$ cat src/rtl/cdb_arbiter_if.sv
// cdb_arbiter_if -- bundle of the common-data-bus arbiter signals.
//
// Signals:
//   requires          per-unit broadcast request (bit 3..0 = mem, div, mul, alu)
//   data0..data3      result word of each unit
//   label0..label3    reservation tag of each unit
//   accepts           one-hot grant back to the units (combinational)
//   BCEN              registered broadcast-valid strobe
//   BCdata            registered broadcast data
//   BClabel           registered broadcast tag
//   ptr               current highest-priority requester index (debug)
//
// Modports:
//   master  execution-unit side: drives requests/data/labels, observes the rest
//   slave   arbiter side: consumes requests/data/labels, drives grant and bus
interface cdb_arbiter_if;
  logic [3:0]  requires;
  logic [31:0] data0;
  logic [31:0] data1;
  logic [31:0] data2;
  logic [31:0] data3;
  logic [3:0]  label0;
  logic [3:0]  label1;
  logic [3:0]  label2;
  logic [3:0]  label3;
  logic [3:0]  accepts;
  logic        BCEN;
  logic [31:0] BCdata;
  logic [3:0]  BClabel;
  logic [1:0]  ptr;

  modport master (
    output requires,
    output data0, data1, data2, data3,
    output label0, label1, label2, label3,
    input  accepts,
    input  BCEN, BCdata, BClabel, ptr
  );

  modport slave (
    input  requires,
    input  data0, data1, data2, data3,
    input  label0, label1, label2, label3,
    output accepts,
    output BCEN, BCdata, BClabel, ptr
  );
endinterface

$ cat src/rtl/cdb_arbiter.sv
// cdb_arbiter -- four-way common-data-bus arbiter.
//
// Each cycle the first requesting unit at or after ptr (searching upward,
// wrapping 3 -> 0) is granted combinationally on accepts. At the following
// rising edge its data and label are registered onto the broadcast bus with
// BCEN high for exactly that one cycle. Idle cycles drop BCEN and hold the
// last broadcast data/label.
//
// Configuration macro:
//   CDB_ARB_ROUND_ROBIN_EN  defined   : ptr advances to (grant+1) mod 4 on every
//                                       grant, giving round-robin service.
//                           undefined : ptr stays at 0, i.e. fixed priority with
//                                       alu (0) highest down to mem (3).
//
// Ports:
//   clk   rising-edge clock for all state
//   nRST  asynchronous active-low reset (ptr, BCEN, BCdata, BClabel -> 0)
//   bus   cdb_arbiter_if.slave: requires, data0..3, label0..3 in;
//         accepts, BCEN, BCdata, BClabel, ptr out
module cdb_arbiter (
  input  logic           clk,
  input  logic           nRST,
  cdb_arbiter_if.slave   bus
);

  logic [1:0]  ptr_q,     ptr_d;
  logic        bcen_q,    bcen_d;
  logic [31:0] bcdata_q,  bcdata_d;
  logic [3:0]  bclabel_q, bclabel_d;

  logic        grant_vld;
  logic [1:0]  grant_idx;
  logic [1:0]  cand;
  logic [3:0]  accepts_c;
  logic [31:0] sel_data;
  logic [3:0]  sel_label;

  // Grant search: depends only on requires and ptr, never on data/label.
  // The fixed-priority build shares this path with ptr pinned to 0.
  always_comb begin
    grant_vld = 1'b0;
    grant_idx = ptr_q;
    cand      = ptr_q;
    for (int unsigned k = 0; k < 4; k++) begin
      cand = ptr_q + k[1:0];
      if (!grant_vld && bus.requires[cand]) begin
        grant_vld = 1'b1;
        grant_idx = cand;
      end
    end
    accepts_c = grant_vld ? (4'b0001 << grant_idx) : '0;
  end

  always_comb begin
    sel_data  = bus.data0;
    sel_label = bus.label0;
    case (grant_idx)
      2'd0: begin sel_data = bus.data0; sel_label = bus.label0; end
      2'd1: begin sel_data = bus.data1; sel_label = bus.label1; end
      2'd2: begin sel_data = bus.data2; sel_label = bus.label2; end
      2'd3: begin sel_data = bus.data3; sel_label = bus.label3; end
      default: begin sel_data = bus.data0; sel_label = bus.label0; end
    endcase
  end

  always_comb begin
    bcen_d    = grant_vld;
    bcdata_d  = grant_vld ? sel_data  : bcdata_q;
    bclabel_d = grant_vld ? sel_label : bclabel_q;
`ifdef CDB_ARB_ROUND_ROBIN_EN
    ptr_d     = grant_vld ? (grant_idx + 2'd1) : ptr_q;
`else
    ptr_d     = '0;
`endif
  end

  always_ff @(posedge clk or negedge nRST) begin
    if (!nRST) begin
      ptr_q     <= '0;
      bcen_q    <= 1'b0;
      bcdata_q  <= '0;
      bclabel_q <= '0;
    end else begin
      ptr_q     <= ptr_d;
      bcen_q    <= bcen_d;
      bcdata_q  <= bcdata_d;
      bclabel_q <= bclabel_d;
    end
  end

  assign bus.accepts = accepts_c;
  assign bus.BCEN    = bcen_q;
  assign bus.BCdata  = bcdata_q;
  assign bus.BClabel = bclabel_q;
  assign bus.ptr     = ptr_q;

endmodule
$ cat src/flat_wrapper.sv
// flat-port wrapper written by rule: the top's interface ports become plain ports
module cdb_arbiter_flat 
  (clk, nRST, bus_requires, bus_data0, bus_data1, bus_data2, bus_data3, bus_label0, bus_label1, bus_label2, bus_label3, bus_accepts, bus_BCEN, bus_BCdata, bus_BClabel, bus_ptr);
  cdb_arbiter_if bus_i ();
  input  logic clk;
  input  logic nRST;
  input wire logic [$bits(bus_i.requires)-1:0] bus_requires;
  input wire logic [$bits(bus_i.data0)-1:0] bus_data0;
  input wire logic [$bits(bus_i.data1)-1:0] bus_data1;
  input wire logic [$bits(bus_i.data2)-1:0] bus_data2;
  input wire logic [$bits(bus_i.data3)-1:0] bus_data3;
  input wire logic [$bits(bus_i.label0)-1:0] bus_label0;
  input wire logic [$bits(bus_i.label1)-1:0] bus_label1;
  input wire logic [$bits(bus_i.label2)-1:0] bus_label2;
  input wire logic [$bits(bus_i.label3)-1:0] bus_label3;
  output wire logic [$bits(bus_i.accepts)-1:0] bus_accepts;
  output wire logic [$bits(bus_i.BCEN)-1:0] bus_BCEN;
  output wire logic [$bits(bus_i.BCdata)-1:0] bus_BCdata;
  output wire logic [$bits(bus_i.BClabel)-1:0] bus_BClabel;
  output wire logic [$bits(bus_i.ptr)-1:0] bus_ptr;
  assign bus_i.requires = bus_requires;
  assign bus_i.data0 = bus_data0;
  assign bus_i.data1 = bus_data1;
  assign bus_i.data2 = bus_data2;
  assign bus_i.data3 = bus_data3;
  assign bus_i.label0 = bus_label0;
  assign bus_i.label1 = bus_label1;
  assign bus_i.label2 = bus_label2;
  assign bus_i.label3 = bus_label3;
  assign bus_accepts = bus_i.accepts;
  assign bus_BCEN = bus_i.BCEN;
  assign bus_BCdata = bus_i.BCdata;
  assign bus_BClabel = bus_i.BClabel;
  assign bus_ptr = bus_i.ptr;
  cdb_arbiter u_core (.clk(clk), .nRST(nRST), .bus(bus_i));
endmodule
$ cat config.mk
export PLATFORM = sky130hd
export DESIGN_NAME = cdb_arbiter_flat
export DESIGN_NICKNAME = d
export VERILOG_FILES = /design/src/rtl/cdb_arbiter_if.sv /design/src/rtl/cdb_arbiter.sv /design/src/flat_wrapper.sv
export SDC_FILE = /design/constraint.sdc
export NUM_CORES = 1
export LEC_CHECK = 0
export CAP_MARGIN = 25
export CORE_MARGIN = 1
export CORE_UTILIZATION = 30
export DETAILED_ROUTE_END_ITERATION = 6
export PLACE_DENSITY = 0.73
export SYNTH_ARGS = -nofsm -noshare
export SYNTH_HDL_FRONTEND = slang
export SYNTH_SLANG_ARGS = --single-unit
$ cat constraint.sdc
create_clock -name clk -period 0.9 [get_ports clk]
set_input_delay 0.135 -clock clk [delete_from_list [all_inputs] [get_ports clk]]
set_output_delay 0.135 -clock clk [all_outputs]
set_load 0.005 [all_outputs]
* Word-level counts from Yosys, hierarchy flattened
Cells that the tools add are included.
Storage, ports and cells: bits in registers 37, input port bits 150, output and inout port bits 43, logic and storage cells 24
Cells by class: eq/ne operators 3, shift-type cells 1, mux-type cells 10, reductions and logical operators 7
Operators with widths (count):
- $pmux W32 S4 | 1
- $pmux W4 S4 | 1
- $mux W1 | 5
- $eq A2 B2 Y1 const B | 2
- $mux W2 | 2
- $mux W4 | 1
- $shl A1 B2 Y4 const A | 1
- $logic_and A1 B1 Y1 | 3
- $logic_not A1 Y1 | 3
- $eq A2 B1 Y1 const B | 1
- $logic_not A2 Y1 | 1

* Longest topological paths before layout
word-level depth 12, depth in mapped cells 7

* Worst setup path after synthesis
No wires, ideal clock.
path type input-to-reg, start input bus_requires[1], end register u_core.bcdata_q[15] (netlist: u_core.bus.BCdata[15]), library setup time 0.133 ns, data arrival time 1.132 ns, slack -0.365 ns, stages on the path 6, buffers on the path 2, cells stage by stage buf_2 -> nor4_4 -> inv_2 -> buf_2 -> o22ai_1 -> a21oi_1
On the way: elaborated cells between the ends (all ways) 16, those cells by class eq/ne: 3; mux: 7; reduce/logical: 6
RTL lines:
- start, declared | line flat_wrapper.sv:7 | input wire logic [$bits(bus_i.requires)-1:0] bus_requires;
- $logic_and A1 B1 Y1 (*) | line cdb_arbiter.sv:46 | if (!grant_vld && bus.requires[cand]) begin
- $mux W1 (*) | line cdb_arbiter.sv:46
- $logic_not A1 Y1 | line cdb_arbiter.sv:46
- $logic_and A1 B1 Y1 | line cdb_arbiter.sv:46
- $mux W1 (*) | line cdb_arbiter.sv:46
- $logic_not A1 Y1 | line cdb_arbiter.sv:46
- $logic_and A1 B1 Y1 | line cdb_arbiter.sv:46
- $mux W1 (*) | line cdb_arbiter.sv:46
- named net u_core.bcen_d | line cdb_arbiter.sv:27 | logic bcen_q, bcen_d;
- end signal, assigned | line cdb_arbiter.sv:86 | bcdata_q <= bcdata_d;
- end, declared | line cdb_arbiter.sv:28 | logic [31:0] bcdata_q, bcdata_d;
The timed path passes the listed nets; every way through them passes the cells marked *. A chain may end at the register's enable or synchronous reset.

* Worst setup path in the final report
start input bus_requires[2], end register u_core.bcdata_q[4] (netlist: u_core.bus.BCdata[4])
On the way: longest elaborated chain between the ends 7, elaborated cells between the ends (all ways) 12, those cells by class eq/ne: 3; mux: 5; reduce/logical: 4
RTL lines:
- $logic_and A1 B1 Y1 (*) | line cdb_arbiter.sv:46
- $mux W1 | line cdb_arbiter.sv:46
- $logic_not A1 Y1 | line cdb_arbiter.sv:46
- $logic_and A1 B1 Y1 | line cdb_arbiter.sv:46
- $mux W2 | line cdb_arbiter.sv:46
- $eq A2 B2 Y1 (tied with other cells) | line cdb_arbiter.sv:57 | case (grant_idx)
- $pmux W32 S4 | line cdb_arbiter.sv:57
Mark *: on every way between the ends. The rest lies on a longest branch, timed or not.

==> results.py <==
metrics = {
    "cts": {
        "h-tree-depth": 2,
        "clock_latency_ns": 0.29,
        "clockBufferDepth": 2,
        "cts.sinks": 37,
        "cts_tree": "done",
        "cts.clk_slew.worst_paths_ns": 0.08,
        "numCtsBuffers": 5,
        "root_buffer": "clkbuf_8",
    },
    "floorplan": {
        "pin_count": 193,
        "die_w_um": 92.30,
        "rows": 32,
        "start_util": 0.3133,
        "design.die.area_um2": 8518,
        "die_h_um": 92.30,
        "core_um2": 7807,
    },
    "placement": {
        "portBuffers": 190,
        "gp_congestion": 0.8358,
        "pre_cts_slack_ns": -0.7688,
        "hpwl_mm": 7.653,
    },
    "pwr": {
        "power.leakage_nw": 2.398,
        "p_per_area_nw_per_um2": 1071,
        "ir_drop_mv": 0.7040,
        "total_power_w": 0.005877,
    },
    "critical_path": {
        "slowest_stage": "nor4_4",
        "crit_required_ns": 1.12,
        "crit_path_cell_trace": "buf_8, buf_6, nor4_4, buf_4, buf_6, buf_12, nand2_1, o21ai_1",
        "crit_type": "input port to flop",
        "cp_slowest_stage_delay_ns": 0.34,
        "end_kind": "flop",
        "cp_data_arrival_time_ns": 1.29,
        "cp_max_fo": 17,
        "startpoint_type": "input port",
        "crit_path_frequent_cell": "buf_6",
    },
    "routing": {
        "wl_met2_mm": 5.993,
        "drtIter0Drc": 102,
        "wl_per_cell_um": 16.62,
        "top_layer_used": "met4",
        "wl_met3_um": 623,
        "via_count": 3416,
        "wl_met1_mm": 4.310,
        "wirelength_mm": 11.17,
        "vias_per_cell": 5.083,
        "final_antenna_net_count": 0,
        "first_pass_iters": 5,
        "drc": 0,
    },
    "logic_synthesis": {
        "syn-cell-area_um2": 2446,
        "ys_seq_elements": 37,
        "syn_inst": 330,
        "synth_cell_type_count": 21,
        "synth_largest_area_cell": "dfrtp_1",
        "synth_area_leaders": "dfrtp_1 (38%), a221o_1 (14%), o21ai_0 (8.2%), a21oi_1 (7.6%), o21ai_1 (6.1%)",
        "yosysWarnings": 0,
        "yosysSeqAreaShare": 0.3785,
        "synth_area_per_cell_um2": 7.412,
        "synth_top_area_share": 0.3785,
    },
    "sta": {
        "hold_ws_ns": 0.3331,
        "slew_violations": 0,
        "post-route-period-util": 1.191,
        "fin_skew_ns": 0,
        "fin_crit_ns": 1.072,
        "setup_viol": 73,
        "setup_ws_ns": -0.1716,
        "final_hold_viol_count": 0,
        "max_freq_ghz": 0.9332,
        "rsz0062_at_grt": "true",
    },
    "finish": {
        "antenna_cells": 0,
        "drive_gt1_frac": 0.3544,
        "final_cell_mix": "clkdlybuf4s50_1 (144), buf_4 (44), buf_2 (42)",
        "area_growth_pct": 124.3,
        "fin_nets": 719,
        "layout_commonest_cell": "clkdlybuf4s50_1",
        "utilization": 0.7029,
    },
    "global_routing": {
        "grt.total_usage": 0.2623,
        "grt_pass1_wl_mm": 17.44,
        "antenna_found_initial": 0,
        "grt_pass1_vias": 3584,
        "grt_max_degree": 38,
        "grt-ovfl-total": 0,
    },
    "worst_hold_path": {
        "hold_path.class": "input port to async pin",
    },
    "flow_run": {
        "max_cap_viol_count": 0,
    },
    "run_status": {
        "status": "finished with violations",
        "violations": "setup timing",
    },
}
[cells in the mapped netlist]
library cell,count
nor4b_1,1
a221o_1,35
buf_4,2
inv_1,35
buf_1,1
clkbuf_1,17
a21oi_1,37
nor2_1,35
nor3b_1,2
buf_2,13
o21ai_1,30
nor4_4,1
nor2b_1,3
or2_2,1
o22ai_1,1
o21ai_0,40
dfrtp_1,37
inv_2,2
nand2_1,35
nor3_1,1
conb_1,1
[layer usage]
| metal | vias to the layer above | global-route usage |
|---|---|---|
| met5 | - | 0 |
| met4 | 0 | 0.07943 |
| li1 | 1637 | - |
| met2 | 133 | 0.5056 |
| met1 | 1628 | 0.2904 |
| met3 | 18 | 0.04516 |
[critical path: cells and delay by family]
family          cells  cell delay, ns
simple gates        2            0.41
compound gates      1            0.07
buf+inv             5            0.66
[where the power goes]
part	internal, W	leakage [nW]	total, W	switching [W]
logic	0.00139	1.91	0.00223	0.000843
clock network	0.00110	0.0681	0.00172	0.000617
registers	0.00183	0.423	0.00193	0.0000920
[per-stage QoR]
step | instance area, um^2 | setup TNS, ns | instances
final | 5488 | -6.572 | 672
after global routing | 5488 | -9.488 | 672
after CTS | 5288 | -4.751 | 657
after detailed placement | 4781 | -31.81 | 621
after global placement | 4781 | -30.63 | 621
after floorplan | 2664 | -6.929 | 331
[worst paths after layout]
path,startpoint,to,cells after the start,slack (ns)
min in group clk,bus_requires[1],u_core.bus.BCEN$_DFF_PN0_,5,0.34
setup reg to reg,u_core.bus.BCdata[5]$_DFFE_PN0N_,u_core.bus.BCdata[5]$_DFFE_PN0N_,4,0.06
hold reg to reg,u_core.bus.BCdata[31]$_DFFE_PN0N_,u_core.bus.BCdata[31]$_DFFE_PN0N_,2,0.48
hold / removal,nRST,u_core.bus.BCdata[7]$_DFFE_PN0N_,3,0.33
max in group asynchronous,nRST,u_core.bus.BCdata[24]$_DFFE_PN0N_,3,0.36
setup / recovery,bus_requires[2],u_core.bus.BCdata[4]$_DFFE_PN0N_,8,-0.17
[registers in the layout, indices dropped and copies added (netlist names)]
register / flops
u_core.bus.BClabel: 4
u_core.bus.BCdata: 32
u_core.bus.BCEN: 1
[timing repair]
| action | in CTS | in global routing |
|---|---|---|
| cloned | 6 | 2 |
| endpoints found under the hold margin | 37 | 0 |
| hold buffers | 1 | 0 |
| gates resized for setup | 250 | 19 |
| setup endpoints to repair | 78 | 75 |
| buffers inserted | 21 | 14 |
| pin swaps | 21 | 21 |
[logic make-up (layout without fill, tap and decap cells)]
group	Yosys count	count (layout)	synth area share
buffers and inverters	70	309	0.1171
DFF	37	37	0.3785
AOI/OAI and AO/OA	143	143	0.3647
and+or+nand+nor	79	79	0.1381
other	1	2	0.001533
[final cells by class]
class	instances	area, um^2
Sequential cell	37	925.9
Fill cell	649	2320
Multi-Input combinational cell	224	1538
Clock inverter	3	65.06
Tap cell	102	127.6
Inverter	37	141.4
Timing Repair Buffer	264	2621
Clock buffer	5	68.82
No activity file was read; power rests on OpenSTA's default activity.
